==> src/rtl/mem_port_arbiter.sv <==
// mem_port_arbiter
//   Shares one memory port between instruction fetch and the data (load/store)
//   stage. One access is in flight at a time. The memory latency is timed with
//   a down-counter. The owner receives a one-cycle ack together with the read
//   data. Stall requests for pipeline control are derived from request/ack.
//
// Ports
//   clk, rst                   clock, synchronous active-high reset
//   if_req/if_addr             fetch request (level, held until if_ack)
//   if_ack/if_rdata            fetch completion pulse and data (0 unless ack)
//   d_req/d_we/d_addr/
//   d_wdata/d_be               data request (level, held until d_ack)
//   d_ack/d_rdata              data completion pulse and load data (0 unless ack)
//   mem_en/mem_we/mem_addr/
//   mem_wdata/mem_be           memory issue strobe and access fields
//   mem_rdata                  read data, valid MEM_LAT cycles after mem_en
//   stall_if/stall_mem         request pending and not yet acknowledged
module mem_port_arbiter #(
   parameter int unsigned ADDR_W  = 32,
   parameter int unsigned DATA_W  = 32,
   parameter int unsigned MEM_LAT = 2
) (
   input  logic                clk,
   input  logic                rst,
   input  logic                if_req,
   input  logic [ADDR_W-1:0]   if_addr,
   output logic                if_ack,
   output logic [DATA_W-1:0]   if_rdata,
   input  logic                d_req,
   input  logic                d_we,
   input  logic [ADDR_W-1:0]   d_addr,
   input  logic [DATA_W-1:0]   d_wdata,
   input  logic [DATA_W/8-1:0] d_be,
   output logic                d_ack,
   output logic [DATA_W-1:0]   d_rdata,
   output logic                mem_en,
   output logic                mem_we,
   output logic [ADDR_W-1:0]   mem_addr,
   output logic [DATA_W-1:0]   mem_wdata,
   output logic [DATA_W/8-1:0] mem_be,
   input  logic [DATA_W-1:0]   mem_rdata,
   output logic                stall_if,
   output logic                stall_mem
);

   localparam logic [2:0] CntInit = 3'(MEM_LAT - 1);

   typedef enum logic {StIdle, StBusy} state_e;
   typedef enum logic {OwnFetch, OwnData} owner_e;

   state_e     state_q, state_d;
   owner_e     owner_q, owner_d;
   owner_e     last_q, last_d;
   logic [2:0] cnt_q, cnt_d;
   logic       we_q, we_d;   // in-flight access is a store: no read data returned

   logic grant_data;

   // Data wins when alone, or on a tie when fetch was granted last.
   assign grant_data = d_req & (~if_req | (last_q == OwnFetch));

   always_ff @(posedge clk) begin
      if (rst) begin
         state_q <= StIdle;
         owner_q <= OwnFetch;
         last_q  <= OwnFetch;
         cnt_q   <= 3'd0;
         we_q    <= 1'b0;
      end else begin
         state_q <= state_d;
         owner_q <= owner_d;
         last_q  <= last_d;
         cnt_q   <= cnt_d;
         we_q    <= we_d;
      end
   end

   always_comb begin
      state_d   = state_q;
      owner_d   = owner_q;
      last_d    = last_q;
      cnt_d     = cnt_q;
      we_d      = we_q;
      mem_en    = 1'b0;
      mem_we    = 1'b0;
      mem_addr  = '0;
      mem_wdata = '0;
      mem_be    = '0;
      if_ack    = 1'b0;
      if_rdata  = '0;
      d_ack     = 1'b0;
      d_rdata   = '0;

      // Outputs held at 0 during reset; state is cleared by the register.
      if (!rst) begin
         unique case (state_q)
            StIdle: begin
               if (if_req || d_req) begin
                  mem_en = 1'b1;
                  if (grant_data) begin
                     mem_we    = d_we;
                     mem_addr  = d_addr;
                     mem_wdata = d_we ? d_wdata : '0;
                     mem_be    = d_we ? d_be : '1;
                     owner_d   = OwnData;
                     last_d    = OwnData;
                     we_d      = d_we;
                  end else begin
                     mem_addr = if_addr;
                     mem_be   = '1;
                     owner_d  = OwnFetch;
                     last_d   = OwnFetch;
                     we_d     = 1'b0;
                  end
                  cnt_d   = CntInit;
                  state_d = StBusy;
               end
            end
            StBusy: begin
               if (cnt_q != 3'd0) begin
                  cnt_d = cnt_q - 3'd1;
               end else begin
                  if (owner_q == OwnData) begin
                     d_ack   = 1'b1;
                     d_rdata = we_q ? '0 : mem_rdata;
                  end else begin
                     if_ack   = 1'b1;
                     if_rdata = mem_rdata;
                  end
                  state_d = StIdle;
               end
            end
            default: state_d = StIdle;
         endcase
      end
   end

   assign stall_if  = ~rst & if_req & ~if_ack;
   assign stall_mem = ~rst & d_req & ~d_ack;

endmodule

==> config.mk <==
export PLATFORM = sky130hd
export DESIGN_NAME = mem_port_arbiter
export DESIGN_NICKNAME = d
export VERILOG_FILES = /design/src/rtl/mem_port_arbiter.sv
export SDC_FILE = /design/constraint.sdc
export NUM_CORES = 1
export LEC_CHECK = 0
export CAP_MARGIN = 30
export CORE_AREA = 2 2 107 109
export DETAILED_ROUTE_END_ITERATION = 10
export DIE_AREA = 0 0 109 111
export GPL_TIMING_DRIVEN = 0
export HOLD_SLACK_MARGIN = 0.03
export PLACE_DENSITY = 0.55
export SYNTH_ARGS = -nofsm -noshare
export SYNTH_HDL_FRONTEND = slang
export SYNTH_SLANG_ARGS = --single-unit
==> constraint.sdc <==
create_clock -name clk -period 5.6 [get_ports clk]
set_clock_uncertainty 0.1 [all_clocks]
set_input_delay 1.12 -clock clk [delete_from_list [all_inputs] [get_ports clk]]
set_output_delay 1.12 -clock clk [all_outputs]
set_load 0.01 [all_outputs]
==> metrics.yaml <==
drc: 0
pwr_density_cell_mw_per_mm2: 97.82
setup_tns_ns: 0
ff2ff_path_depth: 5
power_leakage_nw: 1.728
path_cells: "clkdlybuf4s50_1 -> a21boi_2 -> clkbuf_1 -> nand2_1 -> a21oi_1 -> clkdlybuf4s50_1"
max_freq_mhz: 217.2
die_h_um: 111
worst_pin_slew_ns: 0.4904
startpoint_type: "input pin"
critPathCaptureType: "output pin"
overflow: 0
peakVddDrop_uv: 63.49
antenna_found_initial: 0
cts.hold.buffers_added: 0
synth_cell_types: 25
crit_slowest_cell: "clkdlybuf4s50_1"
grt_max_degree: 11
holdPathStages: 1
worst-setup-path-type: "in2out"
cts_made_buffers: 3
wl_per_cell_um: 14.58
h-tree-depth: 1
drive_gt1_share_pct: 2.627
grt_use_total_pct: 14.62
vias: 2739
portBuffers: 274
period_share_pct: 82.21
fin_util_pct: 40.33
cts_setup_buffers: 0
final_cell_mix: "clkdlybuf4s50_1, and2_1, nand2_1"
crit_fanout: 10
regToRegEndpoint: "we_q"
critPathLaunch: "d_req"
drv_slew: 0
drt_iter0_drc: 149
final_common_cell: "clkdlybuf4s50_1"
initial_utilization_pct: 13.27
synth_nets: 395
ys_ff_latch: 6
synth_area_mm2: 0.001470
slew_headroom_pct: 67.13
rows: 39
status: "complete, no violations"
nFillCells: 1168
cap_violations: 0
clock_latency_ns: 0.23
syn_to_final_growth_pct: 203.8
cpMostUsedCell: "clkdlybuf4s50_1"
die_area_mm2: 0.01210
cp-endpoint: "mem_addr[6]"
rsz0062_at_grt: "false"
worstReg2RegStart: "last_q"
clockBufferDepth: 2
finalWeightedCongestion: 0.8263
grt_pass1_wl_um: 13800
seq_area_um2: 120.1
period_needed_ns: 4.604
worstPathRequired_ns: 4.38
ys_seq_area_share_pct: 8.170
r2r_setup_slack_ns: 4.11
avgSynthCellArea_um2: 5.743
ys.warnings.count: 0
drtPass1Iterations: 5
ios: 275
syn_inst: 256
multi_input_area_mm2: 0.001232
worstPathArrival_ns: 3.38
via_per_inst: 4.052
hold_viol: 0
antenna_cells: 0
crit_cells: 6
die_w_um: 109
nets: 674
wl_um: 9856
grt_pass1_vias: 2525
dpl.hpwl_um: 8498
setup_violations: 0
hold_path_class: "reg2reg"
cts_sinks: 6
power_w: 0.0004369
clkTransAtPathRegs_ns: 0.03
cp_num_buf_inv: 3
cts_resized: 0
core_mm2: 0.01108
cp_top_family: "buffers and inverters"
tritoncts: "done"
ctsRootBufferMaster: "clkbuf_16"
ant_nets: 0
slowest_delay_ns: 0.59
## worst min-delay path by stage
stage	startpoint	end	slack (ns)
final	we_q	we_q	0.36
after global placement	we_q	we_q	0.35
after CTS	we_q	we_q	0.37
after floorplan	we_q	we_q	0.34
after global routing	we_q	we_q	0.39
after detailed placement	we_q	we_q	0.36
## cell type report
class | instances | share of cell area, %
timing repair buffer | 274 | 61.40
multi-input combinational | 224 | 27.59
tap | 143 | 4.006
sequential | 6 | 2.689
buffer | 20 | 2.129
clock buffer | 3 | 1.681
inverter | 6 | 0.5042
## per-stage QoR
step	std cells	setup slack [ns]	hold slack, ns	cell area, um^2
6_report	676	0.9962	0.3636	4467
5_1_grt	676	0.8232	0.3902	4467
4_1_cts	676	1.018	0.3697	4467
3_5_place_dp	673	1.028	0.3621	4392
3_3_place_gp	673	1.049	0.3516	4392
2_1_floorplan	256	2.292	0.3416	1470
## state kept, by name, indices dropped and copies added, names as in the netlist
register / count
we_q: 1
state_q: 1
cnt_q: 3
last_q: 1
## synthesized netlist by cell type (all sizes together)
cell type	number	share of area, %
xnor2	1	0.60
a31o	1	0.60
a21bo	1	0.68
and2b	1	0.51
inv	6	1.5
dfxtp	6	8.2
o21a	4	2.0
a31oi	2	0.85
a21oi	35	12
nor3b	4	2.0
nand2	66	17
a311oi	1	0.60
nor2	3	0.77
clkbuf	12	3.1
o21bai	1	0.51
and3	1	0.43
o21ai	1	0.34
buf	8	3.4
nor3	1	0.68
and4b	1	0.68
nand2b	1	0.43
ha	2	1.7
and2	96	41
a21boi	1	0.77
## cells by family (layout without fill, tap and decap cells)
logic type | Yosys count | after routing | synth area share (%)
simple gates | 174 | 174 | 63.24
compound gates | 47 | 47 | 18.30
buf+inv | 26 | 303 | 8.000
flops | 6 | 6 | 8.171
fa+ha+maj | 2 | 2 | 1.702
xor+xnor | 1 | 1 | 0.5959
## layer usage
layer / track usage (%) / vias to the layer above / wire length [um] / part of all wire, %
met3: 4.821 / 7 / 1243 / 13
met4: 3.077 / 0 / 96 / 0.97
met2: 28.24 / 164 / 5066 / 51
li1: - / 1367 / - / -
met5: 0 / - / 0 / 0
met1: 14.83 / 1201 / 3449 / 35
## power breakdown
group	switching [W]	total (W)	internal, W
Combinational	0.000101	0.000273	0.000172
Clock	0.0000228	0.000114	0.0000915
Sequential	0.00000329	0.0000501	0.0000468
No activity file was read; power rests on OpenSTA's default activity.
